[src/rtl/zoled_gram_page_unpacker_pkg.sv]
// Shared definitions for the OLED GRAM readback path: panel geometry,
// the controller state encoding and the page/bit to row mapping.
package zoled_pkg;

   localparam int OLED_COLS  = 128;
   localparam int OLED_PAGES = 8;
   localparam int PAGE_ROWS  = 8;

   typedef enum logic [2:0] {
      ST_IDLE,
      ST_RD,
      ST_WAIT,
      ST_EMIT,
      ST_DONE
   } zoled_state_e;

   // A row index is simply the page number with the bit number appended.
   // It is a plain concatenation, so no carry can ever cross into the page field.
   function automatic logic [5:0] page_bit_to_y(input logic [2:0] page, input logic [2:0] bitIdx);
      return {page, bitIdx};
   endfunction

endpackage

[src/rtl/zoled_gram_page_unpacker_pix_out_reg.sv]
// Registered valid/ready pixel output stage. A new pixel may only be loaded
// when the stage is empty or is being drained on the same cycle, so X/Y/On
// stay frozen for as long as the consumer stalls.
module zoled_pix_out_reg (
   input  logic       clk,
   input  logic       rst_n,
   input  logic       load_i,
   input  logic       ready_i,
   input  logic [6:0] x_i,
   input  logic [5:0] y_i,
   input  logic       on_i,
   output logic       valid_o,
   output logic [6:0] x_o,
   output logic [5:0] y_o,
   output logic       on_o
);

   logic       valid_q;
   logic [6:0] x_q;
   logic [5:0] y_q;
   logic       on_q;

   // Load a new pixel, or release the current one once it has been taken.
   always_ff @(posedge clk or negedge rst_n) begin
      if (!rst_n) begin
         valid_q <= 1'b0;
         x_q     <= '0;
         y_q     <= '0;
         on_q    <= 1'b0;
      end else if (load_i) begin
         valid_q <= 1'b1;
         x_q     <= x_i;
         y_q     <= y_i;
         on_q    <= on_i;
      end else if (ready_i) begin
         valid_q <= 1'b0;
      end
   end

   assign valid_o = valid_q;
   assign x_o     = x_q;
   assign y_o     = y_q;
   assign on_o    = on_q;

endmodule

[src/rtl/zoled_gram_page_unpacker.sv]
// Reads SSD1306-style page bytes out of the OLED GRAM and turns each byte
// into eight vertical pixels (X, Y, on/off) on a valid/ready stream.
// One byte is fetched at a time with no prefetch: RD, WAIT for the RAM, then
// EMIT the eight bits before the next read is issued.
module zoled_gram_page_unpacker
   import zoled_pkg::*;
#(
   parameter int COLS    = OLED_COLS,
   parameter int PAGES   = OLED_PAGES,
   parameter int RAM_LAT = 1
) (
   input  logic       clk,
   input  logic       rst_n,
   input  logic       iStart,
   input  logic       iFullFrame,
   input  logic [2:0] iPage,
   output logic       oBusy,
   output logic       oDone,
   output logic       oErr,
   output logic       oRamRd,
   output logic [9:0] oRamAddr,
   input  logic [7:0] iRamData,
   output logic       oPixValid,
   input  logic       iPixReady,
   output logic [6:0] oPixX,
   output logic [5:0] oPixY,
   output logic       oPixOn
);

   zoled_state_e state_q;
   logic [2:0]   page_q;
   logic [2:0]   lastPage_q;
   logic [6:0]   col_q;
   logic [2:0]   bit_q;
   logic [1:0]   waitCnt_q;
   logic [7:0]   byte_q;
   logic         busy_q;
   logic         done_q;
   logic         err_q;
   logic         ramRd_q;
   logic [9:0]   addr_q;

   logic         pixAccept;
   logic         lastBit;
   logic         pushPix;
   logic [2:0]   pushBit;
   logic [2:0]   startPage;
   logic         badPage;

   // Byte address of a page/column pair; a shift for power-of-two widths.
   function automatic logic [9:0] calcAddr(input logic [2:0] pg, input logic [6:0] cl);
      return 10'(pg) * 10'(COLS) + 10'(cl);
   endfunction

   assign pixAccept = oPixValid && iPixReady;
   assign lastBit   = (bit_q == 3'(PAGE_ROWS - 1));
   assign startPage = iFullFrame ? 3'd0 : iPage;
   assign badPage   = !iFullFrame && (int'(iPage) >= PAGES);

   // The first bit of a byte is pushed into an empty output stage; each later
   // bit is pushed on the cycle its predecessor is handed over.
   assign pushPix = (state_q == ST_EMIT) && (!oPixValid || (iPixReady && !lastBit));
   assign pushBit = oPixValid ? bit_q + 3'd1 : bit_q;

   zoled_pix_out_reg uPixOut (
      .clk     (clk),
      .rst_n   (rst_n),
      .load_i  (pushPix),
      .ready_i (iPixReady),
      .x_i     (col_q),
      .y_i     (page_bit_to_y(page_q, pushBit)),
      .on_i    (byte_q[pushBit]),
      .valid_o (oPixValid),
      .x_o     (oPixX),
      .y_o     (oPixY),
      .on_o    (oPixOn)
   );

   // Controller: request decode, byte fetch, bit/column/page walk and completion.
   always_ff @(posedge clk or negedge rst_n) begin
      if (!rst_n) begin
         state_q    <= ST_IDLE;
         page_q     <= '0;
         lastPage_q <= '0;
         col_q      <= '0;
         bit_q      <= '0;
         waitCnt_q  <= '0;
         byte_q     <= '0;
         busy_q     <= 1'b0;
         done_q     <= 1'b0;
         err_q      <= 1'b0;
         ramRd_q    <= 1'b0;
         addr_q     <= '0;
      end else begin
         err_q   <= 1'b0;
         done_q  <= 1'b0;
         ramRd_q <= 1'b0;
         case (state_q)
            ST_IDLE: begin
               if (iStart) begin
                  if (badPage) begin
                     err_q <= 1'b1;
                  end else begin
                     page_q     <= startPage;
                     lastPage_q <= iFullFrame ? 3'(PAGES - 1) : iPage;
                     col_q      <= '0;
                     bit_q      <= '0;
                     busy_q     <= 1'b1;
                     ramRd_q    <= 1'b1;
                     addr_q     <= calcAddr(startPage, 7'd0);
                     state_q    <= ST_RD;
                  end
               end
            end
            ST_RD: begin
               waitCnt_q <= '0;
               state_q   <= ST_WAIT;
            end
            ST_WAIT: begin
               if (waitCnt_q == 2'(RAM_LAT - 1)) begin
                  byte_q  <= iRamData;
                  state_q <= ST_EMIT;
               end else begin
                  waitCnt_q <= waitCnt_q + 2'd1;
               end
            end
            ST_EMIT: begin
               if (pixAccept) begin
                  if (!lastBit) begin
                     bit_q <= bit_q + 3'd1;
                  end else begin
                     bit_q <= '0;
                     if (col_q == 7'(COLS - 1)) begin
                        col_q <= '0;
                        if (page_q == lastPage_q) begin
                           busy_q  <= 1'b0;
                           done_q  <= 1'b1;
                           state_q <= ST_DONE;
                        end else begin
                           page_q  <= page_q + 3'd1;
                           ramRd_q <= 1'b1;
                           addr_q  <= calcAddr(page_q + 3'd1, 7'd0);
                           state_q <= ST_RD;
                        end
                     end else begin
                        col_q   <= col_q + 7'd1;
                        ramRd_q <= 1'b1;
                        addr_q  <= calcAddr(page_q, col_q + 7'd1);
                        state_q <= ST_RD;
                     end
                  end
               end
            end
            ST_DONE: begin
               state_q <= ST_IDLE;
            end
            default: begin
               state_q <= ST_IDLE;
            end
         endcase
      end
   end

   assign oBusy    = busy_q;
   assign oDone    = done_q;
   assign oErr     = err_q;
   assign oRamRd   = ramRd_q;
   assign oRamAddr = addr_q;

endmodule

[config.mk]
export PLATFORM = sky130hd
export DESIGN_NAME = zoled_gram_page_unpacker
export DESIGN_NICKNAME = d
export VERILOG_FILES = /design/src/rtl/zoled_gram_page_unpacker_pkg.sv /design/src/rtl/zoled_gram_page_unpacker_pix_out_reg.sv /design/src/rtl/zoled_gram_page_unpacker.sv
export SDC_FILE = /design/constraint.sdc
export NUM_CORES = 1
export LEC_CHECK = 0
export CAP_MARGIN = 10
export CORE_UTILIZATION = 53
export CTS_CLUSTER_SIZE = 30
export DETAILED_ROUTE_END_ITERATION = 8
export PLACE_DENSITY = 0.79
export SETUP_SLACK_MARGIN = 0.2
export SLEW_MARGIN = 20
export SYNTH_ARGS = -nofsm -noshare
export SYNTH_HDL_FRONTEND = slang
export SYNTH_HIERARCHICAL = 1
export SYNTH_SLANG_ARGS = --single-unit
export TNS_END_PERCENT = 20
[constraint.sdc]
create_clock -name clk -period 2.5 [get_ports clk]
set_input_delay 0.375 -clock clk [delete_from_list [all_inputs] [get_ports clk]]
set_output_delay 0.375 -clock clk [all_outputs]
set_load 0.03 [all_outputs]
**Word-level counts from Yosys, hierarchy flattened**

Cells that the tools add are included.
Widths: inputs -> output; s select.

- Logic and storage cells: 110
- Register bits after elaboration: 57
- Output and inout bits: 29
- Input port bits: 16

- Muxes and demuxes: 54
- Magnitude comparators: 1
- Add/subtract/negate cells: 5
- Equality and inequality tests: 15
- Reduce and logical (&&, ||, !) cells: 20

Operators by type and width:

| kind | count |
|---|---|
| $mux 3 | 17 |
| $mux 10 | 5 |
| $mux 7 | 4 |
| $pmux 10 s2 | 1 |
| $mux 1 | 18 |
| $pmux 7 s2 | 1 |
| $ne 2x2->1 const B | 6 |
| $pmux 3 s2 | 2 |
| $pmux 3 s4 | 1 |
| $reduce_and 6->1 | 2 |
| $add 10x7->10 | 1 |
| $reduce_and 4->1 | 2 |
| $add 7x1->7 const B | 1 |
| $eq 7x7->1 const B | 1 |
| $add 3x1->3 const B | 2 |
| $eq 3x2->1 const B | 2 |
| $reduce_and 2->1 | 3 |
| $reduce_bool 2->1 | 3 |
| $reduce_and 5->1 | 1 |
| $lt 3x4->1 const B | 1 |
| $ne 2x1->1 const B | 2 |
| $pmux 1 s2 | 2 |
| $pmux 2 s2 | 1 |
| $bmux 1 s3 | 1 |
| 12 further kinds | 15 |

**Depth between registers and ports, before layout**

- Depth in word-level cells: 6
- Gate-level depth with buffers: 8
- Depth with buffers taken out: 7

**Hierarchy**

The synthesis kept the hierarchy.

Modules (own cells, without submodules):

| module | area each (µm²) | cells each | times used |
|---|---|---|---|
| zoled_gram_page_unpacker | 2,192.1 | 210 | 1 |
| zoled_pix_out_reg | 610.6 | 33 | 1 |

**Worst setup path after synthesis**

OpenSTA, ideal clock, no wires.

- Kind: flip-flop to flip-flop
- Start: reg uPixOut.valid_q (netlist: uPixOut/valid_o)
- End: reg uPixOut.on_q (netlist: uPixOut/on_o)
- Buffers on the path: 1
- Arrival: 1,929 ps
- Setup slack: 447 ps
- Setup time: 125 ps
- Clock period less this slack: 2,053 ps
- Stages on the path, launching flop included: 7
- Cell sequence: dfrtp_1 buf_2 xnor2_1 mux2_2 o211ai_1 o21ai_0 mux2_2

- Longest elaborated chain between the ends: 3
- Elaborated cells on any way between the ends: 6
- Classes of those cells: mux (3); reduce/logical (3)

RTL lines:

| what | line | RTL |
|---|---|---|
| from (decl) | zoled_gram_page_unpacker_pix_out_reg.sv:18 | `logic valid_q;` |
| from (signal assigned) | zoled_gram_page_unpacker_pix_out_reg.sv:26 | `valid_q <= 1'b0;` |
| from (signal assigned) | zoled_gram_page_unpacker_pix_out_reg.sv:31 | `valid_q <= 1'b1;` |
| from (signal assigned) | zoled_gram_page_unpacker_pix_out_reg.sv:36 | `valid_q <= 1'b0;` |
| $mux 3 or $logic_not 1->1 (tied branches) | zoled_gram_page_unpacker.sv:63, zoled_gram_page_unpacker.sv:62 |  |
| $bmux 1 s3 or $logic_or 1x1->1 (tied branches) | zoled_gram_page_unpacker.sv:72, zoled_gram_page_unpacker.sv:62 |  |
| $mux 1 (implied by the code) or $logic_and 1x1->1 (tied branches) | zoled_gram_page_unpacker.sv:72, zoled_gram_page_unpacker.sv:62 |  |
| to (signal assigned) | zoled_gram_page_unpacker_pix_out_reg.sv:34 | `on_q <= on_i;` |
| to (decl) | zoled_gram_page_unpacker_pix_out_reg.sv:21 | `logic on_q;` |

Several ways; a longest one is shown, not always the timed one. The select of a mux whose other input is x is not followed.
A chain may end at the register's enable or synchronous reset.

**Worst setup path in the final report**

- Start: reg uPixOut.valid_q (netlist: uPixOut/valid_o)
- End: out oPixValid

RTL lines:

| what | line | RTL |
|---|---|---|
| to (decl) | zoled_gram_page_unpacker.sv:23 | `output logic oPixValid,` |

No word-level cell between the ends.

==> flow_summary.json <==
{
  "power.leakage_nw": 1.60,
  "place.port_buffers": 43,
  "synth-seq-area-share_pct": 50.9,
  "max-slew-margin-rel_pct": 61.0,
  "hpwl_mm": 3.95,
  "floorplan.initialDensity_pct": 54.9,
  "synth_top_cells_by_area": "sky130_fd_sc_hd__dfrtp_1, sky130_fd_sc_hd__mux2_2, sky130_fd_sc_hd__mux2_4",
  "final_layout_size_suffix_gt1_share_pct": 20.2,
  "yosysWarningCount": 6,
  "final.min_clock_period_ns": 1.99,
  "clockBufferDepth": 2,
  "status": "finished clean",
  "cts_hold_buffers": 0,
  "criticalPathCategory": "register to primary output",
  "setup.worst_path.start_class": "register",
  "post-route-drc-count": 0,
  "grt_pass1_wl_mm": 8.57,
  "width_of_the_chip_um": 74.7,
  "netlist.area_leader.share_pct": 50.9,
  "finalCritPeriodShare_pct": 79.4,
  "ant_nets": 0,
  "dieHeight_um": 74.7,
  "synth.avg_cell_area_sq_um": 11.5,
  "cts_buffers": 9,
  "first_pass_iters": 4,
  "achievable-frequency_ghz": 0.503,
  "netlist.top_cell.by_area": "sky130_fd_sc_hd__dfrtp_1",
  "critPathSlowestCell": "sky130_fd_sc_hd__clkdlybuf4s50_1",
  "layout.core_utilization_pct": 67.7,
  "yosysUniqueCellTypes": 49,
  "worstPathArrival_ns": 1.61,
  "worstPathBufferInverterCount": 1,
  "synth_area_sq_mm": 0.00280,
  "max_slew.worst_pin.slew_ns": 0.582,
  "clk_latency_ns": 0.33,
  "grt_antenna_before_repair": 0,
  "worst_setup_path_end_kind": "primary output",
  "whs_ns": 0.0339,
  "hp-class": "primary input to asynchronous set/reset pin",
  "path_cells": "clkdlybuf4s50_1",
  "clk_root_buffer_cell": "sky130_fd_sc_hd__clkbuf_8",
  "nNetsFinal": 314,
  "io_pins": 45,
  "hold_violations": 0,
  "maximum_number_of_pins_on_one_net_before_global_route_repair": 58,
  "cts.reportedPaths.clkPinSlew_ns": 0.06,
  "diodes": 0,
  "final_cell_area_sq_mm": 0.00346,
  "fp.dieArea_sq_mm": 0.00558,
  "finalPower_w": 0.00345,
  "wl_per_cell_um": 14.7,
  "postSynthRegisterBits": 57,
  "avgViaCountPerCell": 5.47,
  "grt_pass1_vias": 1893,
  "finalClockSkew_ns": 0.00742,
  "detail_route.wirelength_mm": 5.40,
  "cts_tree": "done",
  "gpl.final_weighted_congestion": 0.884,
  "rsz0062_at_grt": "no",
  "synthCells": 243,
  "worstPathRequired_ns": 2.12,
  "place_area_sq_mm": 0.00328,
  "total_power_divided_by_cell_area_mw_per_mm2": 996,
  "floorplan.rows": 26,
  "gr-total-overflow": 0,
  "placeableCoreArea_sq_mm": 0.00511,
  "tritoncts_num_sinks": 57,
  "tns_ns": 0,
  "cpLargestDelayFamily": "buffers and inverters",
  "worst-path-max-fanout": 9,
  "number_of_cells_upsized_or_downsized_after_cts": 0,
  "cp_slowest_stage_delay_ns": 0.75,
  "peakVddDrop_uv": 544,
  "cts.htree.levels": 3,
  "synthesized_netlist_net_count": 264,
  "r2r-start": "state_q[0]",
  "first_iter_violations": 166,
  "routed-via-count": 2007,
  "global_route.usage.total_pct": 21.1,
  "count_of_maximum_capacitance_violations": 0,
  "setup_violations": 0,
  "layout_area_growth_over_synthesis_pct": 23.4,
  "cts_post_setup_buffers_inserted": 0,
  "worstSetupStartpoint": "uPixOut/valid_o",
  "final-max-slew-violation-count": 0
}
==> metrics by stage <==
| stage | instances | setup slack [ns] |
|---|---|---|
| 2_1_floorplan | 243 | 0.447 |
| 3_3_place_gp | 352 | 0.296 |
| 3_5_place_dp | 352 | 0.263 |
| 4_1_cts | 367 | 0.499 |
| 5_1_grt | 367 | 0.367 |
| 6_report | 367 | 0.514 |
==> cell usage in the layout, fill, tap and decap left out, types with 2 or more instances in the layout <==
cell type,n
sky130_fd_sc_hd__inv_1,11
sky130_fd_sc_hd__and3_1,4
sky130_fd_sc_hd__clkinv_2,3
sky130_fd_sc_hd__xnor2_1,9
sky130_fd_sc_hd__o21ai_0,18
sky130_fd_sc_hd__a31oi_1,2
sky130_fd_sc_hd__o21ai_1,2
sky130_fd_sc_hd__ha_1,5
sky130_fd_sc_hd__mux2i_1,4
sky130_fd_sc_hd__nand2b_1,3
sky130_fd_sc_hd__a22o_1,2
sky130_fd_sc_hd__nor3_1,5
sky130_fd_sc_hd__o31ai_1,3
sky130_fd_sc_hd__a21o_1,8
sky130_fd_sc_hd__buf_4,7
sky130_fd_sc_hd__nor2_1,16
sky130_fd_sc_hd__a21oi_1,5
sky130_fd_sc_hd__dfrtp_1,57
sky130_fd_sc_hd__clkdlybuf4s50_1,42
sky130_fd_sc_hd__clkbuf_8,12
sky130_fd_sc_hd__nand3_1,6
sky130_fd_sc_hd__nand4_1,4
sky130_fd_sc_hd__nand2_1,17
sky130_fd_sc_hd__mux2_2,17
sky130_fd_sc_hd__mux2_4,9
==> Yosys cell counts, drive strengths merged <==
| cell type | number |
|---|---|
| inv | 11 |
| a22o | 2 |
| dfrtp | 57 |
| nor3b | 1 |
| nand3 | 6 |
| conb | 1 |
| a32oi | 1 |
| clkbuf | 1 |
| mux2i | 4 |
| a21o | 9 |
| nand3b | 1 |
| mux2 | 27 |
| o22ai | 2 |
| and3b | 1 |
| ha | 5 |
| nor2 | 17 |
| a211oi | 1 |
| o21a | 1 |
| or2 | 1 |
| a31oi | 2 |
| nand2 | 18 |
| xor2 | 1 |
| nand2b | 3 |
| o211ai | 1 |
| nor3 | 5 |
| xnor2 | 9 |
| nand4 | 5 |
| a21oi | 7 |
| or3b | 1 |
| nor2b | 1 |
| a22oi | 1 |
| and3 | 4 |
| buf | 11 |
| o21ai | 20 |
| o31ai | 4 |
| o2bb2ai | 1 |
==> routing by layer <==
| metal | wire [um] | GRT usage (%) |
|---|---|---|
| met4 | 109 | 11.3 |
| met2 | 2740 | 35.7 |
| met3 | 215 | 3.88 |
| met5 | 0 | 0 |
| met1 | 2330 | 25.7 |
==> area by class of cell <==
class | count | area [sq um]
clock buffer | 12 | 165
timing repair buffer | 51 | 498
sequential | 57 | 1430
multi-input combinational | 163 | 1230
tap | 70 | 87.6
inverter | 11 | 41.3
clock inverter | 3 | 15.0
fill | 429 | 1650
==> registers in the layout, summed over array words and instances, names as in the netlist <==
signal	count
uPixOut/x_o	7
col_q	7
waitCnt_q	2
oDone	1
byte_q	8
uPixOut/valid_o	1
state_q	3
oRamAddr	10
lastPage_q	3
oRamRd	1
uPixOut/y_o	6
oBusy	1
uPixOut/on_o	1
page_q	3
bit_q	3
==> final timing paths <==
path                                   to  cells after the start  slack [ns]
min                        uPixOut/y_o[3]                      2        0.03
min in group clk              oRamAddr[6]                      2        0.48
max reg2reg                   oRamAddr[8]                      5        0.53
max                             oPixValid                      1        0.51
max in group asynchronous    waitCnt_q[1]                      2        2.20
min reg2reg                   oRamAddr[6]                      2        0.48
==> cell families after synthesis <==
logic type	count (synthesis)	share of synthesized area, %
adders and majority gates	5	2.23
buffers and inverters	23	5.49
other	1	0.134
and+or+nand+nor	64	11.7
AOI/OAI and AO/OA	52	12.9
DFF	57	50.9
xor gates and xnor gates	10	3.13
muxes	31	13.5
==> where the power goes <==
group	leakage (nW)	switching, W	internal, W
Combinational	0.776	0.000648	0.000686
Sequential	0.725	0.000183	0.00116
Clock	0.0980	0.000338	0.000429
No activity file was read; power rests on OpenSTA's default activity.
==> RTL change 1 (same flow settings) <==
Encoding of `zoled_state_e`: now one-hot (5 bits for 5 states).
--- a/src/rtl/zoled_gram_page_unpacker_pkg.sv
+++ b/src/rtl/zoled_gram_page_unpacker_pkg.sv
@@ -6,12 +6,12 @@
    localparam int OLED_PAGES = 8;
    localparam int PAGE_ROWS  = 8;
 
-   typedef enum logic [2:0] {
-      ST_IDLE,
-      ST_RD,
-      ST_WAIT,
-      ST_EMIT,
-      ST_DONE
+   typedef enum logic [4:0] {
+      ST_IDLE = 5'b00001,
+      ST_RD   = 5'b00010,
+      ST_WAIT = 5'b00100,
+      ST_EMIT = 5'b01000,
+      ST_DONE = 5'b10000
    } zoled_state_e;
 
    // A row index is simply the page number with the bit number appended.
Formal check against the unedited RTL: no difference found for any inputs over 10 cycles, from zero or initial values and one cycle with rst_n low; not proved beyond that.
==> RTL change 1 against the unedited design <==
Clock power up 18%; final area up 5.9%; total power down 10%; first-iteration DRC count fell by 3.6%; synthesized area rose by 5.8%; sequential share of layout area decreased by 0.89 points; worst setup slack worse by 0.051 ns; sequential power is 3% lower; utilization up 2.2 points; critical path depth up 5; die area rose by 5.6%; wire length is 6.3% higher; sequential cell count up 2; highest routed layer unchanged.
==> RTL change 1: results (changes against the unedited design) <==
Clock tree
  • Clock buffer depth: 2 (unchanged)

Final layout
  • Fraction of area in multi-input gates: 0.3675 (+0.01306)
  • Final core occ: 0.6995 (+0.02211)
  • Nets: 340 (+8.3%)
  • Fill cells: 411 (-4.2%)
  • Layout cells sized above 1: 0.1944 (-0.007576)
  • Data buffer area share: 0.1359 (-0.008013)
  • Clock-cell share of area: 0.05806 (+0.005981)
  • Multi-input logic area: 1346 µm² (+9.8%)
  • Seq/total area: 0.4033 (-0.008949)
  • Multi-input gates: 187 (+15%)

Logic synthesis
  • Sequential area share after synthesis: 0.4983 (-0.01062)
  • Yosys cell types: 46 (-6.1%)
  • Top cells by area, synth: dfrtp_1, mux2_2, mux2_4
  • Gate Count Post-Synth: 272 (+12%)
  • Register bit total from synthesis: 59 (+3.5%)
  • Synth cell count leaders: dfrtp_1, nand2_1, o21ai_0

Worst setup path
  • CP peak stage delay: 0.45 ns (-0.30 ns)
  • CP Launch Point: col_q[0]
  • Reg2Reg Setup Slack: 0.46 ns (-0.07 ns)
  • WP data arrival: 2.25 ns (+0.64 ns)
  • R2R depth: 6 (+1)
  • Largest delay contributor family on the critical path: simple AND/OR/NAND/NOR gates
  • Slowest cell on the critical path: dfrtp_1
  • Crit. End Element: flip-flop
  • RR Endpoint: page_q[1]

STA
  • Slew @ Worst Pin: 0.5339 ns (-0.04802 ns)
  • Max Clock Freq: 0.4908 GHz (-2.5%)
  • Worst hold margin: 0.01196 ns (-0.02192 ns)
  • Setup Skew: 0.01006 ns (+0.002642 ns)

Route
  • Final wirelength: 5734 µm (+6.3%)
  • WL per Instance: 14.55 µm (-1.0%)
  • Post-Route M1 WL: 2574 µm (+10%)
  • DRT iter0 DRCs: 160 (-3.6%)
  • Drt via density: 5.607 (+2.5%)
  • WL met2: 2744 µm (+0.29%)
  • Met3 WL post-DR: 277 µm (+29%)

Status
  • Status: completed

Power and ir drop
  • Pleak: 0.001701 µW (+6.4%)
  • Max IR drop VDD: 534.5 µV (-1.7%)
  • Sw Pwr: 1002 µW (-14%)

Placement
  • Dpl cells: 378 (+7.4%)
  • Placement Setup Slack: 0.3060 ns (+0.04321 ns)
  • HPWL Detailed: 4203 µm (+6.4%)
  • Post-DP Area: 3443 µm² (+5.0%)

Global route
  • Met3 Use GR: 0.04048 (+0.001654)
  • Met1 Use GR: 0.2914 (+0.03462)
  • Gr usage total: 0.2224 (+0.01129)
  • First-pass GRT wire length: 10160 µm (+19%)
  • Number of global-route vias before repair: 2182 (+15%)
  • Largest net degree at the start of global routing: 38 (-34%)
  • M2 GR Usage: 0.3500 (-0.007357)
[RTL change 1: logic make-up (layout without fill, tap and decap cells)]
family / count (synthesis) / after routing / synth area share
AO/OA/AOI/OAI: 61 / 61 / 0.1380
XOR/XNOR: 10 / 10 / 0.02954
adder cells (fa/ha/maj): 5 / 5 / 0.02110
buffers and inverters: 26 / 78 / 0.05148
flip-flops: 59 / 59 / 0.4983
multiplexers: 31 / 31 / 0.1270
other: 1 / 1 / 0.001265
AND/OR/NAND/NOR: 79 / 79 / 0.1333
[RTL change 1: power groups by stage]
stage | combinational [µW] | clock, µW | sequential [µW]
detailed placement | 872 | 0 | 1320
floorplan | 554 | 0 | 1370
CTS | 871 | 917 | 1300
global route | 972 | 957 | 1330
global placement | 848 | 0 | 1310
finish | 886 | 903 | 1300
==> RTL change 2 (same settings) <==
Without the edit above. Make the reset (`rst_n`) synchronous in 2 clocked blocks.
--- a/src/rtl/zoled_gram_page_unpacker_pix_out_reg.sv
+++ b/src/rtl/zoled_gram_page_unpacker_pix_out_reg.sv
@@ -21,7 +21,7 @@
    logic       on_q;
 
    // Load a new pixel, or release the current one once it has been taken.
-   always_ff @(posedge clk or negedge rst_n) begin
+   always_ff @(posedge clk) begin
       if (!rst_n) begin
          valid_q <= 1'b0;
          x_q     <= '0;
--- a/src/rtl/zoled_gram_page_unpacker.sv
+++ b/src/rtl/zoled_gram_page_unpacker.sv
@@ -77,7 +77,7 @@
    );
 
    // Controller: request decode, byte fetch, bit/column/page walk and completion.
-   always_ff @(posedge clk or negedge rst_n) begin
+   always_ff @(posedge clk) begin
       if (!rst_n) begin
          state_q    <= ST_IDLE;
          page_q     <= '0;
Function: differs if rst_n is asserted again (counterexample within 4 cycles, from zero or initial values and one cycle with rst_n low); with rst_n held inactive, the same outputs for 10 cycles.
==> RTL change 2 against the unedited design <==
Via count rose by 9.9%; synthesized area fell by 1.5%; register-to-register slack got worse by 0.11 ns; worst setup slack lost 0.14 ns; cell count is 13% higher; hold slack gained 0.43 ns; sequential cell count unchanged; final area fell by 0.90%; first-iteration DRC count shrank 30%; wire length rose by 2.5%; maximum frequency shrank 6.5%.
Power is not compared: it rests on default switching activity, and its combinational part moved more than twofold at a synthesized area within 25%.
==> RTL change 2: results (changes against the unedited design) <==
Route
  • Post-Route M1 WL: 2351 µm (+0.73%)
  • DRT iter0 DRCs: 117 (-30%)

Worst setup path
  • CP peak stage delay: 0.55 ns (-0.20 ns)
  • RR Endpoint: col_q[3]
  • Reg2Reg Setup Slack: 0.42 ns (-0.11 ns)
  • Launching point of the worst reg2reg path: state_q[0]

Min path
  • Hold WC Path Type: flip-flop to flip-flop

Final layout
  • Nets: 362 (+15%)
  • Fill cells: 421 (-1.9%)
  • Final Non-Filler Cells: 413 (+13%)
  • Layout cells sized above 1: 0.1012 (-0.1009)

Global route
  • Gr usage total: 0.2272 (+0.01615)
  • First-pass GRT wire length: 9232 µm (+7.7%)
  • Largest net degree at the start of global routing: 61 (+5.2%)
  • Number of global-route vias before repair: 2022 (+6.8%)
  • Met3 Use GR: 0.07317 (+0.03435)
  • M2 GR Usage: 0.3859 (+0.02850)

Placement
  • Placement Setup Slack: 0.03181 ns (-0.2309 ns)
  • Dpl cells: 397 (+13%)
  • Post-DP Area: 3254 µm² (-0.76%)
  • Gpl congestion: 0.8066 (-8.7%)
  • HPWL Detailed: 3998 µm (+1.2%)

Status
  • Status: completed

STA
  • Max-slew headroom: 0.4977 (-0.1126)

Logic synthesis
  • Synth cell count leaders: dfxtp_1, nor2b_1, mux2i_1
## RTL change 2: cell count changes after synthesis, sizes merged, moves of 4 or more
cell / delta
inv: -5
buf: -4
a21o: -7
clkbuf: +10
nor2b: +27
dfrtp: -57
a21boi: +14
nand3: +8
o21ai: -10
mux2i: +22
dfxtp: +57
mux2: -22
nand2b: +6
## RTL change 2: critical path, delay by kind of cell
| family | cells | cell delay [ns] |
|---|---|---|
| buffers and inverters | 1 | 0.47 |
| AND/OR/NAND/NOR | 2 | 0.94 |
| AO/OA/AOI/OAI | 2 | 0.60 |
## RTL change 2: where the power goes
part	switching (µW)	total, µW	internal, µW
combinational	146	293	147
sequential	34.8	977	942
clock	343	751	409
total	523	2020	1500
## RTL change 2: kinds of logic after synthesis
kind of cell               Yosys count  synth area share
xor gates and xnor gates            12           0.03806
and+or+nand+nor                    111            0.2198
DFF                                 57            0.4132
adders and majority gates            5           0.02266
buffers and inverters               24           0.04894
AOI/OAI and AO/OA                   54            0.1414
other                                1          0.001358
muxes                               31            0.1146
## RTL change 2: area by class of cell
type,count,area [µm²],area share
clock inverter,3,15.01,0.004380
sequential,57,1141,0.3328
multi-input combinational,214,1489,0.4343
inverter,6,22.52,0.006569
timing repair buffer,53,518.0,0.1511
tap,67,83.83,0.02445
clock buffer,13,158.9,0.04635
## RTL change 2: worst max-delay path by stage
stage / start / end / slack, ns / cells past startpoint
after CTS: iStart / col_q[3] / 0.38 / 5
after floorplan: uPixOut/valid_o / col_q[3] / 0.47 / 5
after global placement: iStart / col_q[3] / 0.07 / 5
after global routing: iStart / col_q[3] / 0.30 / 5
after detailed placement: iStart / col_q[3] / 0.03 / 5
final: iStart / col_q[3] / 0.38 / 5
